`config.mk`:
```
export PLATFORM = sky130hd
export DESIGN_NAME = mul_sequencer
export DESIGN_NICKNAME = d
export VERILOG_FILES = /design/src/rtl/mul_sequencer.sv
export SDC_FILE = /design/constraint.sdc
export NUM_CORES = 1
export LEC_CHECK = 0
export CAP_MARGIN = 20
export CELL_PAD_IN_SITES_DETAIL_PLACEMENT = 1
export CELL_PAD_IN_SITES_GLOBAL_PLACEMENT = 1
export CORE_MARGIN = 1.5
export CORE_UTILIZATION = 34
export CTS_BUF_LIST = sky130_fd_sc_hd__clkbuf_4
export CTS_CLUSTER_SIZE = 24
export DETAILED_ROUTE_END_ITERATION = 10
export PLACE_DENSITY_LB_ADDON = 0.1
export SYNTH_ARGS = -nofsm -noshare
export SYNTH_HDL_FRONTEND = slang
export SYNTH_SLANG_ARGS = --single-unit
```
`constraint.sdc`:
```
create_clock -name Clk -period 1.3 [get_ports Clk]
set_input_delay 0.26 -clock Clk [delete_from_list [all_inputs] [get_ports Clk]]
set_output_delay 0.26 -clock Clk [all_outputs]
set_load 0.05 [all_outputs]
```
`src/rtl/mul_sequencer.sv`:
```
// Control sequencer for the shift-add multiplier: LOAD, then WIDTH ADD/SHIFT rounds, then a one-cycle DONE.
// Optional two's-complement multiplier support is built in when MUL_SIGNED_EN is defined.
module mul_sequencer #(
  parameter  int unsigned WIDTH = 4,
  localparam int unsigned CNT_W = $clog2(WIDTH + 1)
) (
  input  logic             Clk,
  input  logic             Reset,
  input  logic             Start,
  input  logic             Abort,
  input  logic             M,
`ifdef MUL_SIGNED_EN
  input  logic             Signed,
  output logic             Sub,
  output logic             ShArith,
`endif
  output logic             Load,
  output logic             Ad,
  output logic             Sh,
  output logic             Busy,
  output logic             Done,
  output logic [CNT_W-1:0] Cnt
);

  typedef enum logic [2:0] {IDLE, LOAD, ADD, SHIFT, DONE} state_t;

  state_t           state;
  state_t           state_nx;
  logic [CNT_W-1:0] counter;
  logic [CNT_W-1:0] counter_nx;
  logic             active;

  assign active = (state == LOAD) || (state == ADD) || (state == SHIFT);

  // Next state and next round count; Abort only cancels work that is actually in flight.
  always_comb begin
    state_nx   = state;
    counter_nx = counter;
    case (state)
      IDLE:  if (Start) state_nx = LOAD;
      LOAD: begin
        state_nx   = ADD;
        counter_nx = CNT_W'(WIDTH);
      end
      ADD:   state_nx = SHIFT;
      SHIFT: begin
        counter_nx = counter - CNT_W'(1);
        state_nx   = (counter == CNT_W'(1)) ? DONE : ADD;
      end
      DONE:    state_nx = IDLE;
      default: state_nx = IDLE;
    endcase
    if (Abort && active) begin
      state_nx   = IDLE;
      counter_nx = '0;
    end
  end

  // State, counter and the Moore outputs registered from the next state.
  always_ff @(posedge Clk) begin
    if (Reset) begin
      state   <= IDLE;
      counter <= '0;
      Load    <= 1'b0;
      Sh      <= 1'b0;
      Busy    <= 1'b0;
      Done    <= 1'b0;
    end else begin
      state   <= state_nx;
      counter <= counter_nx;
      Load    <= (state_nx == LOAD);
      Sh      <= (state_nx == SHIFT);
      Busy    <= (state_nx == LOAD) || (state_nx == ADD) || (state_nx == SHIFT);
      Done    <= (state_nx == DONE);
    end
  end

  assign Cnt = counter;

`ifdef MUL_SIGNED_EN
  logic signed_q;
  logic final_sub;

  always_ff @(posedge Clk) begin
    if (Reset) begin
      signed_q <= 1'b0;
      ShArith  <= 1'b0;
    end else begin
      if (state == LOAD) signed_q <= Signed;
      ShArith <= (state_nx == SHIFT) && signed_q;
    end
  end

  // The multiplier MSB carries negative weight, so its round subtracts instead of adding.
  assign final_sub = (state == ADD) && M && signed_q && (counter == CNT_W'(1));
  assign Sub       = final_sub;
  assign Ad        = (state == ADD) && M && !final_sub;
`else
  // Ad depends on the live ACC[0], which only settles after the edge that enters ADD.
  assign Ad = (state == ADD) && M;
`endif

endmodule

```
* Word level (Yosys, flattened, before mapping) *
Index checks and enable logic that the tools add are counted.

cells by class
  bitwise logic cells = 0
  multipliers = 0
  reductions and logical operators = 9
  equality and inequality tests = 8
  div/mod/pow operators = 0
  $add $sub $neg = 1
  $lt $le $gt $ge = 0
  shift-type cells = 0
  multiplexer cells = 5

operators with widths
  kind                                                                 number
  3-bit by 2-bit == test with 1-bit output (second input constant)     4
  3-bit one-hot mux with 4 select lines                                1
  3-bit by 1-bit == test with 1-bit output (second input constant)     3
  3-bit two-way mux                                                    3
  3-bit one-hot mux with 2 select lines                                1
  1-bit logical OR                                                     4
  3-bit == test (second input constant)                                1
  3-bit zero test                                                      1
  3-bit by 1-bit subtractor with 3-bit output (second input constant)  1
  1-bit logical AND                                                    2
  2-bit nonzero test                                                   1
  2-bit OR reduction                                                   1

word-level totals
  register bits after elaboration = 10
  memories = 0
  memory bits (writable) = 0
  input port bits = 5
  latch bits = 0
  output and inout bits = 8
  logic and storage cells = 29
  bits in read-only memories = 0

* Logic depth before layout (Yosys ltp) *
  depth after elaboration = 8
  gate-level depth with buffers = 5
  depth with buffers taken out = 5

* Worst setup path before layout *
Ideal clock, no wire load.

  kind = flip-flop to flip-flop
  start = register counter[0], in the netlist Cnt[0]
  end = register counter[1], in the netlist Cnt[1]
  clock period less this slack = 1,509 ps
  arrival time = 1,443 ps
  buffers on the path = 0
  library setup time = 65 ps
  cell stages (with the launch flop) = 6
  setup slack = -209 ps
  data required time = 1,235 ps
  path through = dfxtp_1 inv_1 ha_1 nor4bb_1 a21oi_1 nor2_1

between the ends
  longest elaborated chain between the ends = 2

ends and longest elaborated chain
  element                                      line  text
  start: declaration                           29    logic [CNT_W-1:0] counter;
  start signal: assignment                     70    counter <= counter_nx;
  3-bit by 1-bit subtractor with 3-bit output  47    counter_nx = counter - CNT_W'(1);
  3-bit one-hot mux with 2 select lines        39    case (state)

No other way between the ends.
A chain may end at the register's enable or synchronous reset.

* Worst setup path in the final report *
  start = register state[2]
  end = register Busy

between the ends
  longest elaborated chain between the ends = 8
  elaborated cells between the ends (all ways) = 15
  those cells by class = eq/ne: 6; mux: 3; reduce/logical: 6

ends and longest elaborated chain
  element                                                                                                      line  text
  start: declaration                                                                                           27    state_t state;
  start signal: assignment                                                                                     69    state <= state_nx;
  parallel branches: the longest is 4 deep, another holds 3-bit one-hot mux with 4 select lines                -
  3-bit two-way mux *                                                                                          53    if (Abort && active) begin
  3-bit by 1-bit == test with 1-bit output / 3-bit by 2-bit == test with 1-bit output (equally long branches)  73    Busy <= (state_nx == LOAD) || (state_nx == ADD) || (state_nx == SHIFT);
  1-bit logical OR                                                                                             73
  1-bit logical OR *                                                                                           73
  end signal: assignment                                                                                       73
  end: declaration                                                                                             20    output logic Busy,

Mark *: on every way between the ends.

==> impl_metrics.tcl <==
set metrics [dict create \
    grt-ovfl-total 0 \
    hold_class "flip-flop to flip-flop" \
    cp_max_fo 5 \
    layout_commonest_cell "buf_12" \
    outcome "finished with violations" \
    hold_viol 0 \
    setup_viol 2 \
    synth_nets 55 \
    routed_wl_microns 1600 \
    yosysSeqAreaShare 0.446 \
    n_fill_cell 115 \
    drv_cap 0 \
    num_rows 12 \
    fmax_mhz 749 \
    viasPerCell 5.40 \
    finClkSkew_ns 0.00865 \
    startpoint_type "flip-flop" \
    pin_count 13 \
    syn-cell-area_sq_um 449 \
    rsz0062_at_grt "true" \
    clk_pin_slew_ns 0.07 \
    dr_total_vias 443 \
    crit_type "flip-flop to flip-flop" \
    synth_warnings 0 \
    setup_ws_ns -0.0360 \
    multiInputGateArea_sq_um 282 \
    drt_pass1_iterations 4 \
    slew_viol_final 0 \
    cts_max_level 1 \
    drtIter0Drc 15 \
    grt_max_degree 10 \
    final_cell_mix "8 x buf_12, 6 x buf_4, 5 x dfxtp_1" \
    worst_pin_slew_ns 0.534 \
    dp_hpwl_microns 1010 \
    synthesis.instances 48 \
    crit_arrival_ns 1.47 \
    reg2reg_slack_ns -0.04 \
    fp.dieW_microns 39.3 \
    numCtsBuffers 3 \
    post-place-cells 74 \
    drive_gt1_frac 0.500 \
    finalCritPeriodShare 1.03 \
    diodes 0 \
    max-vdd-ir-drop_mv 0.826 \
    grtUsageTotal 0.240 \
    fin_util 0.681 \
    cts_sinks 10 \
    layoutNonFillerInstCount 82 \
    relSlewSlack 0.642 \
    p_leak_nw 0.292 \
    clock_latency_ns 0.28 \
    clock_tree.root_cell "clkbuf_4" \
    violations "negative setup slack" \
    drc_errors 0 \
    dieArea_sq_mm 0.00155 \
    start_util 0.384 \
    seqCellArea_sq_um 216 \
    ant_nets 0 \
    first_global_vias 453 \
    end_kind "flip-flop" \
    layout.nets 76 \
    io_buffers 12 \
    cts.path.max_buffers 2 \
    grt_first_pass_wirelength_microns 2330 \
    hold_buffers 0 \
    yosys.cell_types.count 23 \
    syn_to_final_growth_pct 77.4 \
    fp.dieH_microns 39.3 \
    core_sq_mm 0.00117 \
    avgSynthCellArea_sq_um 9.36 \
    fin_crit_ns 1.34 \
    power.density_mw_per_mm2 930 \
    synth-seq-cells 10 \
    wire_per_inst_microns 19.5 \
    place_area_sq_um 672 \
    place_congestion 0.797 \
    cts_tree "built" \
    antenna_found_initial 0 \
    finalInstanceArea_sq_um 797 \
    place_ws_ns -0.109 \
    crit_required_ns 1.44 \
]
[Yosys cell counts (all sizes together)]
master   n  area (sq um)
and3     1          7.51
buf      2          15.0
nand4b   1          8.76
nor3     4          25.0
a21oi    3          15.0
nand3b   2          15.0
dfxtp   10           200
nor2b    1          8.76
o211ai   1          7.51
ha       2          25.0
nor2     5          18.8
nor4bb   1          10.0
inv      2          7.51
a21o     1          7.51
nor4     2          12.5
nand2b   3          18.8
nand2    3          11.3
o21bai   1          7.51
o21ba    2          20.0
a211oi   1          7.51
[state kept, by name, summed over array words and instances (netlist names)]
signal and count:
Cnt 3, state 3, Busy 1, Done 1, Load 1, Sh 1
[metal layers]
metal	wire length (microns)	vias to the layer above	GRT usage
li1	-	213	-
met1	716	217	0.272
met2	799	11	0.417
met3	66	2	0.0511
met4	19	0	0.121
met5	0	-	0
[final timing paths]
| path | from | to | depth (start not counted) |
|---|---|---|---|
| worst max-delay path | state[2] | Busy | 4 |
| worst min-delay path | Cnt[0] | Cnt[0] | 2 |
| worst max register to register | state[2] | Busy | 4 |
| worst min register to register | Cnt[0] | Cnt[0] | 2 |
[where the power goes]
| part | internal (mW) | switching [mW] |
|---|---|---|
| combinational | 0.0790 | 0.0798 |
| clock | 0.140 | 0.115 |
| sequential | 0.312 | 0.0154 |
| total | 0.531 | 0.211 |
[metrics by stage]
stage | hold slack, ns | TNS, ns | total power, mW
3_5_place_dp | 0.503 | -0.197 | 0.478
3_3_place_gp | 0.489 | -0.0000366 | 0.471
5_1_grt | 0.535 | -0.135 | 0.770
2_1_floorplan | 0.339 | 0 | 0.406
4_1_cts | 0.516 | -0.00328 | 0.727
6_report | 0.501 | -0.0626 | 0.742
[worst max-delay path, cell delays in order (launching register included)]
cell and delay (ns):
dfxtp_4 0.35, buf_4 0.16, nand3b_1 0.28, nor3_1 0.32, a211oi_2 0.08
[repair_timing]
item	4_1_cts	5_1_grt
endpoints found under the setup margin	1	4
gates resized for setup	8	10
buffers inserted	1	3
pin swaps	1	6
hold endpoints to repair	0	0
[layout make-up]
cell class	count	area share
repair buffers	18	0.306
inverters	2	0.00942
well taps	14	0.0220
multi-input cells	34	0.353
flip-flops and latches	10	0.272
clock buffers	4	0.0377
[cells by family after synthesis]
kind of cell    count (synthesis)  synth area share
buf+inv                         4            0.0501
fa+ha+maj                       2            0.0557
simple gates                   23             0.304
flops                          10             0.446
compound gates                  9             0.145
Note: power is estimated with default switching activity, not from simulation.
